## config.mk

```make
export PLATFORM = sky130hd
export DESIGN_NAME = uart_rx_frontend
export DESIGN_NICKNAME = d
export VERILOG_FILES = /design/src/rtl/uart_pkg.sv /design/src/rtl/uart_rx_fifo.sv /design/src/rtl/uart_rx_frontend.sv
export SDC_FILE = /design/constraint.sdc
export NUM_CORES = 1
export LEC_CHECK = 0
export ABC_AREA = 1
export CAP_MARGIN = 20
export CELL_PAD_IN_SITES_DETAIL_PLACEMENT = 1
export CELL_PAD_IN_SITES_GLOBAL_PLACEMENT = 2
export CORE_ASPECT_RATIO = 1.4
export CORE_MARGIN = 3
export CORE_UTILIZATION = 37
export DETAILED_ROUTE_END_ITERATION = 8
export GPL_ROUTABILITY_DRIVEN = 0
export GPL_TIMING_DRIVEN = 0
export MAX_ROUTING_LAYER = met4
export PLACE_DENSITY_LB_ADDON = 0.2
export SKIP_LAST_GASP = 1
export SLEW_MARGIN = 0
export SYNTH_ARGS = -nofsm -noshare
export SYNTH_HDL_FRONTEND = slang
export SYNTH_SLANG_ARGS = --single-unit
```

## constraint.sdc

```tcl
create_clock -name clk -period 2.2 [get_ports clk]
set_input_delay 0.66 -clock clk [delete_from_list [all_inputs] [get_ports clk]]
set_output_delay 0.66 -clock clk [all_outputs]
set_load 0.02 [all_outputs]
```

## src/rtl/uart_pkg.sv

```systemverilog
// Shared types and constants for the UART receive path.
package uart_pkg;

  typedef enum logic [2:0] {
    IDLE,
    START,
    DATA,
    PARITY,
    STOP,
    BREAK
  } rx_state_t;

  localparam int OVERSAMPLE = 16;
  localparam int SAMPLE_LO  = 7;
  localparam int SAMPLE_MID = 8;
  localparam int SAMPLE_HI  = 9;

  // Clocks per oversample tick, rounded to nearest.
  function automatic int calc_div(input int clk_freq_hz, input int baudrate);
    return (clk_freq_hz + 8 * baudrate) / (OVERSAMPLE * baudrate);
  endfunction

endpackage

```

## src/rtl/uart_rx_fifo.sv

```systemverilog
// Receive character buffer with a registered valid/ready read side.
// Define UART_RX_FIFO_EN for a DEPTH-entry circular buffer; otherwise a single holding register.
module uart_rx_fifo #(
  parameter int WIDTH = 8,
  parameter int DEPTH = 4
) (
  input  logic             clk,
  input  logic             rst,
  input  logic             push,
  input  logic [WIDTH-1:0] push_data,
  output logic             full,
  output logic [WIDTH-1:0] m_data,
  output logic             m_valid,
  input  logic             m_ready
);

  logic             pop;
  logic             do_push;
  logic             valid_reg;
  logic [WIDTH-1:0] data_reg;

  assign pop     = valid_reg && m_ready;
  assign m_valid = valid_reg;
  assign m_data  = data_reg;

  if (DEPTH < 2 || (DEPTH & (DEPTH - 1)) != 0) begin : g_depth_check
    $error("uart_rx_fifo: DEPTH must be a power of two and at least 2");
  end

`ifdef UART_RX_FIFO_EN
  localparam int AW = $clog2(DEPTH);

  logic [WIDTH-1:0] mem [DEPTH];
  logic [AW:0]      wr_ptr_reg, rd_ptr_reg;
  logic [AW:0]      wr_ptr_next, rd_ptr_next;
  logic             valid_next;
  logic             bypass;

  assign full        = (wr_ptr_reg[AW] != rd_ptr_reg[AW]) &&
                       (wr_ptr_reg[AW-1:0] == rd_ptr_reg[AW-1:0]);
  assign do_push     = push && (!full || pop);
  assign wr_ptr_next = wr_ptr_reg + {{AW{1'b0}}, do_push};
  assign rd_ptr_next = rd_ptr_reg + {{AW{1'b0}}, pop};
  assign valid_next  = (wr_ptr_next != rd_ptr_next);
  // The entry being written is the next head: forward it past the array.
  assign bypass      = do_push && (wr_ptr_reg[AW-1:0] == rd_ptr_next[AW-1:0]);

  always_ff @(posedge clk) begin
    if (do_push) begin
      mem[wr_ptr_reg[AW-1:0]] <= push_data;
    end
  end

  always_ff @(posedge clk or posedge rst) begin
    if (rst) begin
      wr_ptr_reg <= '0;
      rd_ptr_reg <= '0;
      valid_reg  <= 1'b0;
      data_reg   <= '0;
    end else begin
      wr_ptr_reg <= wr_ptr_next;
      rd_ptr_reg <= rd_ptr_next;
      valid_reg  <= valid_next;
      if (valid_next) begin
        data_reg <= bypass ? push_data : mem[rd_ptr_next[AW-1:0]];
      end
    end
  end
`else
  assign full    = valid_reg;
  assign do_push = push && (!full || pop);

  always_ff @(posedge clk or posedge rst) begin
    if (rst) begin
      valid_reg <= 1'b0;
      data_reg  <= '0;
    end else if (do_push) begin
      valid_reg <= 1'b1;
      data_reg  <= push_data;
    end else if (pop) begin
      valid_reg <= 1'b0;
    end
  end
`endif

endmodule

```

## src/rtl/uart_rx_frontend.sv

```systemverilog
// UART receive front end: 2-flop synchroniser, 16x oversampling frame FSM and character buffer.
// Build option: define UART_RX_FIFO_EN for a FIFO_DEPTH-entry buffer instead of one holding register.
module uart_rx_frontend
  import uart_pkg::*;
#(
  parameter int CLK_FREQ_HZ = 100000000,
  parameter int BAUDRATE    = 9600,
  parameter int DATA_BITS   = 8,
  parameter int USE_PARITY  = 0,
  parameter int ODD_PARITY  = 0,
  parameter int FIFO_DEPTH  = 4
) (
  input  logic                 clk,
  input  logic                 rst,
  input  logic                 rx_i,
  output logic [DATA_BITS-1:0] m_data,
  output logic                 m_valid,
  input  logic                 m_ready,
  output logic                 parity_err,
  output logic                 frame_err,
  output logic                 overrun
);

  localparam int DIV   = calc_div(CLK_FREQ_HZ, BAUDRATE);
  localparam int DIV_W = (DIV > 1) ? $clog2(DIV) : 1;
  localparam int BIT_W = $clog2(DATA_BITS);

  if (DIV < 1) begin : g_div_check
    $error("uart_rx_frontend: CLK_FREQ_HZ too low for BAUDRATE (DIV < 1)");
  end
  if (DATA_BITS < 5 || DATA_BITS > 9) begin : g_bits_check
    $error("uart_rx_frontend: DATA_BITS must be 5..9");
  end

  // Synchroniser, reset to the idle line level.
  logic [1:0] sync_reg;
  logic [1:0] sync_in;
  logic       rxs;

  assign sync_in = {sync_reg[0], rx_i};
  assign rxs     = sync_reg[1];

  genvar gi;
  for (gi = 0; gi < 2; gi++) begin : g_sync
    always_ff @(posedge clk or posedge rst) begin
      if (rst) sync_reg[gi] <= 1'b1;
      else     sync_reg[gi] <= sync_in[gi];
    end
  end

  rx_state_t            state_reg, state_next;
  logic [DIV_W-1:0]     div_cnt_reg;
  logic [3:0]           samp_reg, samp_next;
  logic [BIT_W-1:0]     bit_reg, bit_next;
  logic [DATA_BITS-1:0] shift_reg, shift_next;
  logic                 lo_reg, lo_next;
  logic                 mid_reg, mid_next;
  logic                 par_bad_reg, par_bad_next;
  logic                 push_reg, push_next;
  logic [DATA_BITS-1:0] push_data_reg, push_data_next;
  logic                 frame_err_reg, frame_err_next;
  logic                 parity_err_reg, parity_err_next;
  logic                 overrun_reg;
  logic                 buf_full;
  logic                 tick, restart, maj, at_res, at_end;

  assign restart = (state_reg == IDLE) && !rxs;
  assign tick    = (div_cnt_reg == '0);
  assign maj     = (lo_reg & mid_reg) | (lo_reg & rxs) | (mid_reg & rxs);
  assign at_res  = tick && (samp_reg == 4'(SAMPLE_HI));
  assign at_end  = tick && (samp_reg == 4'(OVERSAMPLE - 1));

  // Restarting on the start edge aligns the tick phase with the frame.
  always_ff @(posedge clk or posedge rst) begin
    if (rst)                 div_cnt_reg <= '0;
    else if (restart || tick) div_cnt_reg <= DIV_W'(DIV - 1);
    else                     div_cnt_reg <= div_cnt_reg - 1'b1;
  end

  always_comb begin
    state_next      = state_reg;
    samp_next       = samp_reg;
    bit_next        = bit_reg;
    shift_next      = shift_reg;
    lo_next         = lo_reg;
    mid_next        = mid_reg;
    par_bad_next    = par_bad_reg;
    push_next       = 1'b0;
    push_data_next  = push_data_reg;
    frame_err_next  = 1'b0;
    parity_err_next = 1'b0;

    if (tick && state_reg != IDLE && state_reg != BREAK) begin
      samp_next = samp_reg + 4'd1;
      if (samp_reg == 4'(SAMPLE_LO))  lo_next  = rxs;
      if (samp_reg == 4'(SAMPLE_MID)) mid_next = rxs;
    end

    case (state_reg)
      IDLE: begin
        if (!rxs) begin
          state_next   = START;
          samp_next    = '0;
          bit_next     = '0;
          par_bad_next = 1'b0;
        end
      end
      START: begin
        if (at_res && maj)  state_next = IDLE;
        else if (at_end)    state_next = DATA;
      end
      DATA: begin
        if (at_res) shift_next = {maj, shift_reg[DATA_BITS-1:1]};
        if (at_end) begin
          if (bit_reg == BIT_W'(DATA_BITS - 1))
            state_next = (USE_PARITY != 0) ? PARITY : STOP;
          else
            bit_next = bit_reg + 1'b1;
        end
      end
      PARITY: begin
        if (at_res) par_bad_next = maj ^ (^shift_reg) ^ (ODD_PARITY != 0);
        if (at_end) state_next = STOP;
      end
      STOP: begin
        // Leave at the resolution tick so a back-to-back start bit is not missed.
        if (at_res) begin
          state_next = IDLE;
          if (!maj) begin
            frame_err_next = 1'b1;
            state_next     = BREAK;
          end else if (par_bad_reg) begin
            parity_err_next = 1'b1;
          end else begin
            push_next      = 1'b1;
            push_data_next = shift_reg;
          end
        end
      end
      BREAK: begin
        if (rxs) state_next = IDLE;
      end
      default: state_next = IDLE;
    endcase
  end

  always_ff @(posedge clk or posedge rst) begin
    if (rst) begin
      state_reg      <= IDLE;
      samp_reg       <= '0;
      bit_reg        <= '0;
      shift_reg      <= '0;
      lo_reg         <= 1'b1;
      mid_reg        <= 1'b1;
      par_bad_reg    <= 1'b0;
      push_reg       <= 1'b0;
      push_data_reg  <= '0;
      frame_err_reg  <= 1'b0;
      parity_err_reg <= 1'b0;
      overrun_reg    <= 1'b0;
    end else begin
      state_reg      <= state_next;
      samp_reg       <= samp_next;
      bit_reg        <= bit_next;
      shift_reg      <= shift_next;
      lo_reg         <= lo_next;
      mid_reg        <= mid_next;
      par_bad_reg    <= par_bad_next;
      push_reg       <= push_next;
      push_data_reg  <= push_data_next;
      frame_err_reg  <= frame_err_next;
      parity_err_reg <= parity_err_next;
      overrun_reg    <= push_reg && buf_full && !(m_valid && m_ready);
    end
  end

  assign frame_err  = frame_err_reg;
  assign parity_err = parity_err_reg;
  assign overrun    = overrun_reg;

  uart_rx_fifo #(
    .WIDTH (DATA_BITS),
    .DEPTH (FIFO_DEPTH)
  ) u_fifo (
    .clk       (clk),
    .rst       (rst),
    .push      (push_reg),
    .push_data (push_data_reg),
    .full      (buf_full),
    .m_data    (m_data),
    .m_valid   (m_valid),
    .m_ready   (m_ready)
  );

endmodule

```

==> results of run 1 <==
==> final timing paths <==
path | start | to | slack, ns | depth (start not counted)
setup / recovery | u_fifo.m_data[4] | m_data[4] | 0.25 | 1
hold / removal | sync_in[1] | rxs | 0.37 | 0
setup reg to reg | div_cnt_reg[0] | state_reg[0] | 0.53 | 11
hold reg to reg | sync_in[1] | rxs | 0.37 | 0
max in group asynchronous | rst | u_fifo.m_data[6] | 0.97 | 3
min in group asynchronous | rst | div_cnt_reg[6] | 0.68 | 2
==> per-stage QoR <==
step,power [mW],std cells
after CTS,1.75,410
final,1.72,410
after global routing,1.79,410
after global placement,1.04,401
after detailed placement,1.05,402
after floorplan,1.03,291
==> cells in the mapped netlist (all sizes together) <==
library cell	n	area, um^2
a21boi	1	7.51
nand3	17	115
o21ai	26	156
nand2	75	314
nor3	7	51.3
buf	2	22.5
ha	7	87.6
or2	1	6.26
mux2	8	90.1
dfrtp	50	1250
dfstp	4	105
nor4	1	6.26
clkinv	1	5.00
xnor2	3	26.3
xor2	7	61.3
inv	45	169
nand4	3	25.0
a21oi	7	38.8
nor2	24	145
nand3b	2	15.0
==> power groups by stage <==
stage	Clock (mW)	Combinational, mW	Sequential [mW]
final	0.690	0.0313	0.997
after global routing	0.752	0.0365	0.997
after CTS	0.718	0.0338	0.997
after detailed placement	0	0.0337	1.02
after global placement	0	0.0292	1.02
after floorplan	0	0.0164	1.02
==> layer usage <==
metal  routed length (um)  vias to the layer above  global-route usage (%)
li1                     -                      958                       -
met1                 2340                      915                    16.7
met2                 2770                       10                    25.3
met3                   94                        2                    2.52
met4                   37                        0                    3.75
met5                    0                        -                       -
==> layout by cell type (no fill, tap or decap), types with 2 or more instances in the layout <==
master | netlist | layout
clkdlybuf4s50_1 | 0 | 15
xor2_1 | 7 | 7
inv_2 | 7 | 8
nor3_1 | 5 | 5
nand2_4 | 2 | 2
o21ai_2 | 7 | 7
nand2_2 | 7 | 7
mux2_2 | 8 | 8
inv_1 | 38 | 37
ha_1 | 7 | 7
o21ai_1 | 9 | 9
dfrtp_1 | 50 | 50
nor2_4 | 7 | 7
nand4_1 | 2 | 2
xnor2_1 | 3 | 3
nand2_1 | 66 | 66
nand3b_1 | 2 | 2
buf_6 | 2 | 2
nand3_4 | 2 | 2
dfstp_2 | 4 | 4
nor2_1 | 16 | 16
a21oi_1 | 6 | 6
o21ai_0 | 10 | 10
clkbuf_8 | 0 | 5
nand3_1 | 14 | 14
==> logic make-up after synthesis <==
logic type | synth area share [%]
adders and majority gates | 3.25
buffers and inverters | 7.28
AOI/OAI and AO/OA | 7.51
xor gates and xnor gates | 3.25
DFF | 50.3
muxes | 3.34
and+or+nand+nor | 25.1
==> area by class of cell <==
| cell class | count | area, um^2 |
|---|---|---|
| clock buffers | 5 | 68.8 |
| flip-flops and latches | 54 | 1360 |
| plain buffers | 2 | 22.5 |
| repair buffers | 16 | 170 |
| multi-input cells | 189 | 1150 |
| well taps | 95 | 119 |
| fillers | 850 | 3920 |
| clock inverters | 3 | 47.5 |
| inverters | 46 | 174 |
==> results by group, run 1 <==
Status
  • Status: finished, final reports clean

Cells and area
  • Post-layout nets: 325
  • Share of cells above drive strength 1: 20.3%
  • Diodes inserted: 0
  • Max reg flops: 10
  • Synthesis-to-layout area growth: 15.0%
  • Post-route design area: 0.00310 mm^2
  • Final Core Density: 44.2%

Synth
  • Yosys reg bits: 54
  • Synth warn: 0
  • Seq/Total Area, Yosys: 50.3%
  • Syn_nets: 302
  • Avg Cell Area, Syn: 9.27 um^2
  • Mapped cell area: 0.00270 mm^2
  • Cells after synthesis: 291
  • Unique cell type count in the Yosys netlist: 33

CTS
  • Clock Pin Slew Worst Setup and Hold Paths: 0.10 ns
  • Clk_lat worst skew: 0.31 ns
  • CTS Hold Bufs: 0
  • Max Root-Sink Buffers: 2
  • CTS root buffer: clkbuf_8
  • CTS Sinks: 54
  • Post-CTS Setup Inserts: 0
  • CTS tree: yes
  • PostCTS Resize Cnt: 0
  • Clock buffer count from CTS: 5
  • H-tree depth: 2

STA
  • Final Hold Fails: 0
  • Worst setup margin: 0.246 ns
  • F_max: 512 MHz
  • Total negative slack: 0 ns
  • Final period utilization: 88.8%
  • Rel. slew slack: 68.2%
  • Final hold slack: 0.366 ns
  • Final setup viols: 0
  • Clock Skew: 0.0127 ns
  • Slew Viols, Final: 0
  • Least-Margin Pin Slew: 0.477 ns
  • Period minus WS final: 1.95 ns
  • RSZ-0062 raised after global routing: no

Floorplan
  • Die width: 78.2 um
  • Die area: 0.00837 mm^2
  • Die Y: 107 um
  • Top Ports: 16
  • Placeable Area: 0.00703 mm^2
  • Rows: 36
  • Starting Density: 38.4%

Worst setup path
  • Buf/Inv on CP: 1
  • Setup crit start kind: flop
  • Slowest stage delay, CP: 0.62 ns
  • Worst EP required: 1.54 ns
  • Crit path cell chain: clkdlybuf4s50_1
  • Crit end category: output port
  • CP delay by family, top: buffers and inverters
  • Crit path DAT: 1.29 ns
  • Crit path max fanout: 2
  • Critical path class: flop to output port
  • CP max stage cell: clkdlybuf4s50_1

Drt
  • Detail Route Antenna Nets: 0
  • WL per Instance: 12.8 um
  • Vias per Instance: 4.60
  • First-pass iteration count of the detailed router: 4
  • Routed via count: 1885
  • Total Wirelength: 5.24 mm
  • DRC viols: 0
  • Initial DRC Count: 26

GRT
  • Total GRT Usage: 14.3%
  • GRT Residual Overflow: 0
  • Initial antenna violation count: 0
  • Largest net degree at the start of global routing: 35
  • First-pass GRT wire length: 9.18 mm
  • Vias in the first global route: 1986

Run
  • Max Cap Violations: 0

Power
  • Comb pwr share: 1.8%
  • PwrDens: 554 mW/mm^2
  • Lkg Pwr: 1.48 nW
  • Seq pwr share: 58.0%
  • Worst VDD drop: 0.281 mV
  • Clock group share of total power: 40.2%
  • Net Sw Frac: 21.4%
  • Power Internal: 1.35 mW
  • Switch Pwr: 0.369 mW

Placed design
  • Placed Area: 0.00299 mm^2
  • DP HPWL: 4.17 mm
  • Post-Place Worst Slack: 0.200 ns
  • Port Buffer Count: 15

Min path
  • HP Class: flop to flop
(Power assumes the default switching activity.)
==> inputs of run 2 (changes only) <==
SKIP_CTS_REPAIR_TIMING = 1   (was default)
==> results of run 2 <==
Same layout as run 1: the final DEF is identical, and so are final timing and power.
